File: src/rtl/audio_clip_sequencer.sv
// audio_clip_sequencer: plays one of four fixed clips from the sound ROM into
// the codec FIFO at one sample every DIV clocks, with start/stop/loop/done
// control and a saturating count of samples dropped for lack of FIFO space.
// Optional build macro AUDIO_SEQ_QUEUE_EN adds a one-deep pending play request
// that starts directly when the current clip ends.
module audio_clip_sequencer #(
  parameter int ADDR_W   = 18,
  parameter int SAMPLE_W = 6,
  parameter int DIV      = 1200
) (
  input  logic                CLOCK_50,
  input  logic                reset,
  input  logic                play_req,
  input  logic [1:0]          clip_sel,
  input  logic                loop_en,
  input  logic                stop,
  output logic [ADDR_W-1:0]   rom_addr,
  input  logic [SAMPLE_W-1:0] rom_q,
  input  logic                audio_out_allowed,
  output logic                write_audio_out,
  output logic [31:0]         left_channel_audio_out,
  output logic [31:0]         right_channel_audio_out,
  output logic                busy,
  output logic                clip_done,
  output logic [15:0]         underrun_count
);

  // DIV is at most 2047, so 11 bits always hold the sample-period count.
  localparam int CNT_W = 11;
  localparam logic [CNT_W-1:0] CNT_LAST = CNT_W'(DIV - 1);

  typedef enum logic [1:0] {
    S_IDLE,
    S_FETCH,
    S_CAPTURE,
    S_WAIT
  } state_t;

  // First ROM address of each clip.
  function automatic logic [ADDR_W-1:0] clip_start(input logic [1:0] id);
    logic [ADDR_W-1:0] a;
    case (id)
      2'd0:    a = ADDR_W'(0);
      2'd1:    a = ADDR_W'(16396);
      2'd2:    a = ADDR_W'(66983);
      default: a = ADDR_W'(83255);
    endcase
    return a;
  endfunction

  // Last ROM address of each clip (inclusive).
  function automatic logic [ADDR_W-1:0] clip_end(input logic [1:0] id);
    logic [ADDR_W-1:0] a;
    case (id)
      2'd0:    a = ADDR_W'(16395);
      2'd1:    a = ADDR_W'(66982);
      2'd2:    a = ADDR_W'(83254);
      default: a = ADDR_W'(137138);
    endcase
    return a;
  endfunction

  // Underrun counter sticks at all-ones rather than wrapping.
  function automatic logic [15:0] sat_inc(input logic [15:0] v);
    return (v == 16'hFFFF) ? v : v + 16'd1;
  endfunction

  state_t              state_q, state_d;
  logic [ADDR_W-1:0]   addr_q, addr_d;
  logic [ADDR_W-1:0]   start_q, start_d;
  logic [ADDR_W-1:0]   end_q, end_d;
  logic [CNT_W-1:0]    cnt_q, cnt_d;
  logic [SAMPLE_W-1:0] sample_q, sample_d;
  logic [SAMPLE_W-1:0] data_q, data_d;
  logic                wr_q, wr_d;
  logic                busy_q, busy_d;
  logic                done_q, done_d;
  logic [15:0]         under_q, under_d;
  logic                tick;
`ifdef AUDIO_SEQ_QUEUE_EN
  logic                pend_vld_q, pend_vld_d;
  logic [1:0]          pend_sel_q, pend_sel_d;
`endif

  assign tick = (cnt_q == CNT_LAST);

  // Next-state logic: clip walking, sample timing, write/drop decision, stop.
  always_comb begin
    state_d  = state_q;
    addr_d   = addr_q;
    start_d  = start_q;
    end_d    = end_q;
    cnt_d    = cnt_q;
    sample_d = sample_q;
    data_d   = data_q;
    wr_d     = 1'b0;
    done_d   = 1'b0;
    under_d  = under_q;
`ifdef AUDIO_SEQ_QUEUE_EN
    pend_vld_d = pend_vld_q;
    pend_sel_d = pend_sel_q;
`endif

    // The period counter free-runs while active so address wraps never
    // stretch the sample period.
    if (state_q != S_IDLE) begin
      cnt_d = tick ? '0 : cnt_q + 1'b1;
    end

`ifdef AUDIO_SEQ_QUEUE_EN
    // A request while playing is parked; a newer one replaces an older one.
    if ((state_q != S_IDLE) && play_req) begin
      pend_vld_d = 1'b1;
      pend_sel_d = clip_sel;
    end
`endif

    case (state_q)
      S_IDLE: begin
        if (play_req) begin
          start_d = clip_start(clip_sel);
          end_d   = clip_end(clip_sel);
          addr_d  = clip_start(clip_sel);
          cnt_d   = '0;
          state_d = S_FETCH;
        end
      end
      S_FETCH: begin
        // ROM data for addr_q becomes valid next cycle.
        state_d = S_CAPTURE;
      end
      S_CAPTURE: begin
        sample_d = rom_q;
        state_d  = S_WAIT;
      end
      S_WAIT: begin
        if (tick) begin
          if (audio_out_allowed) begin
            wr_d   = 1'b1;
            data_d = sample_q;
          end else begin
            under_d = sat_inc(under_q);
          end

          if (addr_q != end_q) begin
            addr_d  = addr_q + 1'b1;
            state_d = S_FETCH;
`ifdef AUDIO_SEQ_QUEUE_EN
          end else if (pend_vld_d) begin
            // Queued clip starts as if accepted in this cycle; loop_en only
            // decides whether the ending clip reports completion.
            start_d    = clip_start(pend_sel_d);
            end_d      = clip_end(pend_sel_d);
            addr_d     = clip_start(pend_sel_d);
            cnt_d      = '0;
            pend_vld_d = 1'b0;
            done_d     = ~loop_en;
            state_d    = S_FETCH;
`endif
          end else if (loop_en) begin
            addr_d  = start_q;
            state_d = S_FETCH;
          end else begin
            done_d  = 1'b1;
            state_d = S_IDLE;
          end
        end
      end
      default: state_d = S_IDLE;
    endcase

    // Abort overrides any same-cycle tick or request.
    if (stop && (state_q != S_IDLE)) begin
      state_d = S_IDLE;
      addr_d  = addr_q;
      start_d = start_q;
      end_d   = end_q;
      cnt_d   = cnt_q;
      data_d  = data_q;
      wr_d    = 1'b0;
      done_d  = 1'b0;
      under_d = under_q;
`ifdef AUDIO_SEQ_QUEUE_EN
      pend_vld_d = 1'b0;
`endif
    end

    busy_d = (state_d != S_IDLE);
  end

  // Control and output registers with synchronous reset.
  always_ff @(posedge CLOCK_50) begin
    if (reset) begin
      state_q <= S_IDLE;
      addr_q  <= '0;
      cnt_q   <= '0;
      data_q  <= '0;
      wr_q    <= 1'b0;
      busy_q  <= 1'b0;
      done_q  <= 1'b0;
      under_q <= '0;
`ifdef AUDIO_SEQ_QUEUE_EN
      pend_vld_q <= 1'b0;
`endif
    end else begin
      state_q <= state_d;
      addr_q  <= addr_d;
      cnt_q   <= cnt_d;
      data_q  <= data_d;
      wr_q    <= wr_d;
      busy_q  <= busy_d;
      done_q  <= done_d;
      under_q <= under_d;
`ifdef AUDIO_SEQ_QUEUE_EN
      pend_vld_q <= pend_vld_d;
`endif
    end
  end

  // Clip bounds and captured sample are only read once loaded, so no reset.
  always_ff @(posedge CLOCK_50) begin
    start_q  <= start_d;
    end_q    <= end_d;
    sample_q <= sample_d;
`ifdef AUDIO_SEQ_QUEUE_EN
    pend_sel_q <= pend_sel_d;
`endif
  end

  assign rom_addr                = addr_q;
  assign write_audio_out         = wr_q;
  assign left_channel_audio_out  = {data_q, {(32-SAMPLE_W){1'b0}}};
  assign right_channel_audio_out = {data_q, {(32-SAMPLE_W){1'b0}}};
  assign busy                    = busy_q;
  assign clip_done               = done_q;
  assign underrun_count          = under_q;

endmodule
File: config.mk
export PLATFORM = sky130hd
export DESIGN_NAME = audio_clip_sequencer
export DESIGN_NICKNAME = d
export VERILOG_FILES = /design/src/rtl/audio_clip_sequencer.sv
export SDC_FILE = /design/constraint.sdc
export NUM_CORES = 1
export LEC_CHECK = 0
export ABC_CLOCK_PERIOD_IN_PS = 2900
export CAP_MARGIN = 25
export CORE_ASPECT_RATIO = 0.5
export CORE_UTILIZATION = 42
export CTS_CLUSTER_DIAMETER = 150
export DETAILED_ROUTE_END_ITERATION = 8
export PLACE_DENSITY = 0.71
export SLEW_MARGIN = 15
export SYNTH_ARGS = -nofsm -noshare
export SYNTH_HDL_FRONTEND = slang
export SYNTH_SLANG_ARGS = --single-unit
File: constraint.sdc
create_clock -name CLOCK_50 -period 2.9 [get_ports CLOCK_50]
set_clock_uncertainty 0.05 [all_clocks]
set_input_delay 0.435 -clock CLOCK_50 [delete_from_list [all_inputs] [get_ports CLOCK_50]]
set_output_delay 0.435 -clock CLOCK_50 [all_outputs]
set_load 0.01 [all_outputs]
Word-level counts from Yosys, hierarchy flattened:

Cells that the tools add are included.

* output and inout bits: 101
* bits in registers: 98
* logic and storage cells: 61
* bits of input ports: 14

* mux-type cells: 19
* equal/unequal tests: 11
* reduce and logical (&&, ||, !) cells: 12
* add/sub/neg operators: 3
* bitwise operators: 5

Operator list (count)
* two-way mux 18 bit: 4
* one-hot mux 18 bit (3 select lines): 1
* one-hot mux 17 bit (3 select lines): 1
* two-way mux 11 bit: 4
* one-hot mux 18 bit (2 select lines): 1
* adder 18 x 1 -> 18 bit, second input constant: 1
* != test 18 bit: 1
* adder 16 x 1 -> 16 bit, second input constant: 1
* equality test 16 bit, second input constant: 1
* adder 11 x 1 -> 11 bit, second input constant: 1
* equality test 11 bit, second input constant: 1
* AND reduction 5 bit: 2
* one-hot mux 2 bit (4 select lines): 1
* equality test 2 bit, second input constant: 3
* two-way mux 2 bit: 3
* nonzero test 2 bit: 3
* inverter 1 bit: 5
* OR reduction 5 bit: 1
* equality test 2 x 1 -> 1 bit, second input constant: 2
* logical NOT 2 bit: 2
* two-way mux 1 bit: 4
* != test 2 bit, second input constant: 2
* AND reduction 4 bit: 1
* OR reduction 4 bit: 1
* other kinds (3): 3

Longest topological paths before layout:

Gate-level depths: netlist of the first run.

* depth after elaboration: 6
* gate-level depth with buffers: 10
* gate-level depth less buffers: 8

Worst setup path after synthesis of the first run:

No wires, ideal clock.

* kind: flip-flop to flip-flop
* start point: register state_q[0]
* end point: register addr_q[8], in the netlist rom_addr[8]
* clock period less this slack: 2.198 ns
* library setup time: 0.075 ns
* path slack: 0.702 ns
* data required time: 2.775 ns
* cell stages (with the launch flop): 11
* arrival: 2.073 ns
* path buffers: 2
* cells stage by stage: dfxtp_1 inv_1 ha_1 buf_2 nand2b_1 o21ai_0 nor3_1 o21a_1 buf_2 o21ai_0 o22ai_1

* cells in the longest elaborated chain, start to end: 4
* elaborated cells between the ends (all ways): 11
* classes of those cells: 4 x eq/ne; 1 x mux; 1 x bitwise; 5 x reduce/logical

Ends and longest elaborated chain
* start: declaration: line 68 `state_t state_q, state_d;`
* start signal: assignment: line 206 `state_q <= state_d;`
* parallel branches: the longest is 4 deep, another holds AND reduction 5 bit
* end signal: assignment: line 207 `addr_q <= addr_d;`
* end: declaration: line 69 `logic [ADDR_W-1:0] addr_q, addr_d;`

Several ways; the timed one is not identified.
A chain may end at the register's enable or synchronous reset.

Final worst setup path of the first run:

* start point: register state_q[0]
* end point: register addr_q[6], in the netlist rom_addr[6]

Same word-level chain as after synthesis.

==> results of run 1 <==
==> cells in the mapped netlist (all sizes together), types with 2 or more instances <==
cell type / instances / share of area
nand4: 19 / 0.029
or3: 5 / 0.0075
a31oi: 13 / 0.020
nor2b: 5 / 0.0075
nand2b: 4 / 0.0060
and4: 3 / 0.0063
a41oi: 2 / 0.0042
nand2: 34 / 0.031
dfxtp: 56 / 0.27
xnor2: 7 / 0.015
nor3: 9 / 0.012
edfxtp: 15 / 0.11
nor3b: 5 / 0.0090
nand3b: 2 / 0.0036
a21oi: 24 / 0.029
ha: 11 / 0.033
and2: 6 / 0.0090
nand3: 30 / 0.036
a311oi: 5 / 0.011
o211ai: 2 / 0.0036
and3: 16 / 0.024
or4: 6 / 0.012
inv: 11 / 0.0099
xor2: 18 / 0.038
nor2: 47 / 0.043
or2: 4 / 0.0060
o21ai: 24 / 0.029
clkbuf: 12 / 0.011
o221a: 2 / 0.0054
o22ai: 2 / 0.0030
nor4: 6 / 0.011
buf: 67 / 0.12
==> sequential cells by signal (all words and copies together), names as in the netlist <==
register,flops
rom_addr,18
busy,1
end_q,7
cnt_q,11
clip_done,1
underrun_count,16
write_audio_out,1
sample_q,6
start_q,2
data_q,6
state_q,2
==> worst paths after layout <==
check | endpoint | slack [ns] | depth (start not counted)
setup reg to reg | rom_addr[6] | 0.35 | 8
hold reg to reg | data_q[2] | 0.42 | 2
setup / recovery | rom_addr[6] | 0.35 | 8
hold / removal | data_q[2] | 0.42 | 2
==> per-stage QoR <==
stage | setup WS [ns] | instances
6_report | 0.3501 | 688
5_1_grt | 0.1254 | 688
4_1_cts | 0.3761 | 688
3_5_place_dp | 0.2781 | 672
3_3_place_gp | 0.3376 | 672
2_1_floorplan | 0.7020 | 543
==> cells by family (layout without fill, tap and decap cells) <==
logic type / count (synthesis) / in the layout / synth area share
adders and majority gates: 11 / 11 / 0.03303
and+or+nand+nor: 204 / 204 / 0.2616
other: 1 / 52 / 0.0009000
AOI/OAI and AO/OA: 90 / 90 / 0.1369
DFF: 71 / 71 / 0.3772
xor gates and xnor gates: 25 / 25 / 0.05255
buffers and inverters: 90 / 100 / 0.1378
==> area by class of cell <==
class	instances	area, sq um	share of cell area
Clock buffer	11	242.7	0.04859
Timing Repair Buffer	73	703.2	0.1407
Inverter	11	41.29	0.008264
Clock inverter	5	56.30	0.01127
Tap cell	135	168.9	0.03381
Multi-Input combinational cell	382	2212	0.4428
Sequential cell	71	1572	0.3146
==> worst register-to-register path: stages, from the launching register on <==
cell      delay (ns)
dfxtp_1         0.40
inv_1           0.09
ha_1            0.31
nand2b_1        0.19
o21ai_0         0.21
nor2_2          0.27
o21ai_0         0.24
or4_1           0.54
a31oi_1         0.19
==> power by group <==
group	switching, mW	internal (mW)
registers	0.143	1.15
logic	0.624	0.412
clock network	0.423	0.688
==> per-layer routing <==
metal	vias up	wire, um	global-route usage
li1	1779	-	-
met1	1731	4397	0.2503
met2	179	4434	0.3224
met3	15	792	0.06733
met4	0	172	0.06332
met5	-	0	0
==> impl_metrics.json, run 1 <==
{
  "outcome": "complete, no violations",
  "clkTransAtPathRegs_ns": 0.06,
  "crit_path_max_fanout": 9,
  "synthFlopType": "dfxtp_1",
  "initialDrtViolationCount": 239,
  "core-area_sq_um": 9540,
  "fin_crit_ns": 2.550,
  "finalPower_mw": 3.441,
  "ys_types": 61,
  "ys_seq_elements": 71,
  "final_common_cell": "clkdlybuf4s50_1",
  "syn_to_final_growth_pct": 19.91,
  "crit_path_end_kind": "register",
  "routed_wl_mm": 9.796,
  "first_global_vias": 3257,
  "crit_chain": "inv_1 -> ha_1 -> nand2b_1 -> o21ai_0 -> nor2_2 -> o21ai_0 -> or4_1 -> a31oi_1",
  "postSynthAreaPerCell_sq_um": 8.468,
  "postCtsSetupBuffers": 0,
  "criticalPathCategory": "reg -> reg",
  "hold_viol_final": 0,
  "grt_pass1_wl_mm": 15.77,
  "wire_per_inst_um": 14.24,
  "placed_cell_area_sq_um": 4697,
  "nets": 573,
  "start_util": 0.4367,
  "viasPerCell": 5.384,
  "vdd_drop_max_mv": 0.3447,
  "drc_errors": 0,
  "root_buffer": "clkbuf_16",
  "whs_ns": 0.4163,
  "synth-warning-count": 0,
  "fin_util": 0.5237,
  "place.gp.congestion": 0.8663,
  "mostFrequentLayoutCells": "clkdlybuf4s50_1 (62), dfxtp_1 (56), conb_1 (52)",
  "num_io_pins": 115,
  "portBuffers": 62,
  "num-fill-cells": 903,
  "antenna_found_initial": 0,
  "arrival_ns": 2.76,
  "grt_setup_unrepaired": "no",
  "grt_max_degree": 27,
  "clock-sinks": 71,
  "overflow": 0,
  "timing.setup.tns_ns": 0,
  "die_x_um": 142.9,
  "rr_startpoint": "state_q[0]",
  "synth_edf_count": 15,
  "hpwlAfterDp_mm": 7.122,
  "cap_violations": 0,
  "setup.worst_path.start": "state_q[0]",
  "hp-class": "reg -> reg",
  "critPathRequiredTime_ns": 3.11,
  "synth_area_sq_um": 4166,
  "max_freq_ghz": 0.3922,
  "worst_pin_slew_ns": 0.8096,
  "antenna_cells": 0,
  "synthArstFlopShare": 0,
  "clk_latency_ns": 0.34,
  "syn_inst": 492,
  "setup_viol": 0,
  "yosysSeqAreaShare": 0.3772,
  "clock_path_buffers": 2,
  "drive_gt1_frac": 0.06691,
  "drt_pass1_iterations": 5,
  "dieArea_sq_um": 10350,
  "cellLeakagePower_nw": 1.807,
  "power.density_nw_per_um2": 688.8,
  "fp-row-count": 25,
  "vias": 3704,
  "start_kind": "register",
  "final_cell_area_sq_um": 4996,
  "crit_top_cell": "o21ai_0",
  "timing.final.crit_share": 0.8793,
  "cts_tree": "built",
  "cts_made_buffers": 9,
  "globalRouteTotalUtil": 0.1987,
  "hold_buffers": 0,
  "drv_slew": 0,
  "cpLargestDelayFamily": "simple AND/OR/NAND/NOR gates",
  "min_from": "data_q[2]",
  "relSlewSlack": 0.4602,
  "cts_max_level": 3,
  "worst-path-buf-inv": 1,
  "detail-route-antenna-nets": 0,
  "max_stage_delay_ns": 0.54,
  "fp.dieH_um": 72.43,
  "cts.repair.resized": 0,
  "slowest_stage": "or4_1"
}
No activity file was read; power rests on OpenSTA's default activity.
==> run 2, diff against run 1 <==
--- a/config.mk
+++ b/config.mk
@@ -8,8 +8,10 @@
 export ABC_CLOCK_PERIOD_IN_PS = 2900
 export CAP_MARGIN = 25
 export CORE_ASPECT_RATIO = 0.5
+export CORE_MARGIN = 2
 export CORE_UTILIZATION = 42
 export CTS_CLUSTER_DIAMETER = 150
+export CTS_CLUSTER_SIZE = 40
 export DETAILED_ROUTE_END_ITERATION = 8
 export PLACE_DENSITY = 0.71
 export SLEW_MARGIN = 15
==> impl_metrics.json, run 2 (synthesized netlist as in run 1, its figures left out) <==
{
  "outcome": "complete, no violations",
  "drt_pass1_iterations": 4,
  "cts.repair.resized": 0,
  "num_io_pins": 115,
  "num-fill-cells": 871,
  "crit_path_end_kind": "register",
  "place.gp.congestion": 0.8868,
  "crit_top_cell": "o21ai_0",
  "rr_startpoint": "state_q[0]",
  "start_util": 0.4367,
  "min_from": "data_q[3]",
  "globalRouteTotalUtil": 0.1910,
  "viasPerCell": 5.285,
  "setup_viol": 0,
  "cts_made_buffers": 9,
  "cts_max_level": 3,
  "power.density_nw_per_um2": 693.8,
  "cts_tree": "built",
  "timing.final.crit_share": 0.8778,
  "r2r-end": "rom_addr[17]",
  "drive_gt1_frac": 0.06872,
  "layout.cells.non_filler": 688,
  "grt_max_degree": 31,
  "antenna_cells": 0,
  "fp.dieH_um": 74.43,
  "cap_violations": 0,
  "crit_path_max_fanout": 9,
  "start_kind": "register",
  "final_common_cell": "clkdlybuf4s50_1",
  "criticalPathCategory": "reg -> reg",
  "fin_util": 0.5254,
  "clock-sinks": 71,
  "hold_viol_final": 0,
  "dieArea_sq_um": 10780,
  "worst_pin_slew_ns": 0.6050,
  "max_freq_ghz": 0.3928,
  "die_x_um": 144.9,
  "cellLeakagePower_nw": 1.820,
  "swShare": 0.3505,
  "portBuffers": 62,
  "clock_path_buffers": 2,
  "syn_to_final_growth_pct": 20.30,
  "worstRegToRegCells": 8,
  "pwr-share-comb": 0.298,
  "clk_latency_ns": 0.34,
  "slowest_stage": "or4_1",
  "fp-row-count": 25,
  "pre_cts_ws_ns": 0.2532,
  "nets": 573,
  "crit_chain": "inv_1 -> ha_1 -> nand2b_1 -> o21ai_0 -> nor2_2 -> o21ai_0 -> or4_1 -> a31oi_1",
  "hp-class": "reg -> reg",
  "grt_setup_unrepaired": "no",
  "hold_depth": 2,
  "rrSetupSlack_ns": 0.35,
  "core-area_sq_um": 9540,
  "setup_ws_ns": 0.3543,
  "mostFrequentLayoutCells": "clkdlybuf4s50_1 (62), dfxtp_1 (56), conb_1 (52)",
  "wire_per_inst_um": 14.23,
  "p_seq_frac": 0.372,
  "cpLargestDelayFamily": "simple AND/OR/NAND/NOR gates",
  "timing.setup.tns_ns": 0,
  "vdd_drop_max_mv": 0.4447,
  "critPathRequiredTime_ns": 3.12,
  "drc_errors": 0,
  "postCtsSetupBuffers": 0,
  "detail-route-antenna-nets": 0,
  "root_buffer": "clkbuf_16",
  "fin_crit_ns": 2.546,
  "worst-path-buf-inv": 1,
  "hold_buffers": 0,
  "intPower_mw": 2.259,
  "placed_cell_area_sq_um": 4697,
  "vias": 3636,
  "relSlewSlack": 0.5967,
  "final_cell_area_sq_um": 5012,
  "initialDrtViolationCount": 261,
  "first_global_vias": 3183,
  "overflow": 0,
  "antenna_found_initial": 0,
  "clkTransAtPathRegs_ns": 0.06,
  "clkPwrFrac": 0.329,
  "hold_path_end": "data_q[3]",
  "place_inst": 672,
  "grt_pass1_wl_mm": 15.74,
  "routed_wl_mm": 9.793,
  "power_switching_mw": 1.219,
  "drv_slew": 0,
  "hpwlAfterDp_mm": 7.202,
  "largest_reg_flops": 18,
  "arrival_ns": 2.77,
  "max_stage_delay_ns": 0.55
}
## run 2: changes by cell type in the layout (fill, tap and decap cells not counted)
| cell | delta |
|---|---|
| clkinv_2 | -1 |
| clkbuf_16 | +2 |
| bufinv_16 | -1 |
| clkbuf_8 | -1 |
| clkbuf_1 | -1 |
| inv_6 | +3 |
| clkinvlp_4 | -1 |
## run 2: worst register-to-register path: cells and delay by family (launching register included)
family / cells / cell delay (ns)
fa+ha+maj: 1 / 0.31
flops: 1 / 0.41
buf+inv: 1 / 0.09
compound gates: 3 / 0.62
simple gates: 3 / 1.00
## run 2: power groups by stage
stage                     clock (mW)  combinational (mW)  sequential (mW)
after floorplan                    0               0.722             1.29
after global placement             0                1.01             1.31
after detailed placement           0                1.03             1.31
after CTS                       1.17                1.04             1.29
after global routing            1.21                1.16             1.31
final                           1.14                1.04             1.29
## run 2: area by class of cell
cell class              instances  area (sq um)  area share
multi-input cells             382          2212      0.4413
well taps                     135         168.9     0.03370
flip-flops and latches         71          1572      0.3135
clock buffers                  11         275.3     0.05492
inverters                      11         41.29    0.008238
clock inverters                 5         40.04    0.007988
repair buffers                 73         703.2      0.1403
## run 2: worst max-delay path by stage
stage,startpoint,to,slack [ns],depth (start not counted)
3_5_place_dp,play_req,rom_addr[17],0.25,7
6_report,state_q[0],rom_addr[17],0.35,8
4_1_cts,state_q[0],rom_addr[17],0.37,8
2_1_floorplan,state_q[0],rom_addr[8],0.70,10
3_3_place_gp,play_req,rom_addr[6],0.35,7
5_1_grt,state_q[0],rom_addr[15],0.17,8
## run 2: metal layers
| layer | track usage | share of wire | vias up |
|---|---|---|---|
| met5 | 0 | 0 | - |
| met4 | 0.07120 | 0.017 | 0 |
| met3 | 0.05666 | 0.073 | 15 |
| met2 | 0.2982 | 0.45 | 145 |
| met1 | 0.2538 | 0.46 | 1706 |
| li1 | - | - | 1770 |
## run 2: metrics by stage
stage | hold slack, ns | power [mW]
6_report | 0.4193 | 3.478
5_1_grt | 0.4427 | 3.679
4_1_cts | 0.4229 | 3.496
3_5_place_dp | 0.4147 | 2.343
3_3_place_gp | 0.4117 | 2.322
2_1_floorplan | 0.4248 | 2.012
==> run 3, diff against run 2 <==
--- a/config.mk
+++ b/config.mk
@@ -11,10 +11,11 @@
 export CORE_MARGIN = 2
 export CORE_UTILIZATION = 42
 export CTS_CLUSTER_DIAMETER = 150
-export CTS_CLUSTER_SIZE = 40
+export CTS_CLUSTER_SIZE = 12
 export DETAILED_ROUTE_END_ITERATION = 8
 export PLACE_DENSITY = 0.71
-export SLEW_MARGIN = 15
+export SKIP_CTS_REPAIR_TIMING = 1
+export SLEW_MARGIN = 20
 export SYNTH_ARGS = -nofsm -noshare
 export SYNTH_HDL_FRONTEND = slang
 export SYNTH_SLANG_ARGS = --single-unit
==> results of run 3 <==
No change in the layout: final DEF, timing and power equal those of run 2.
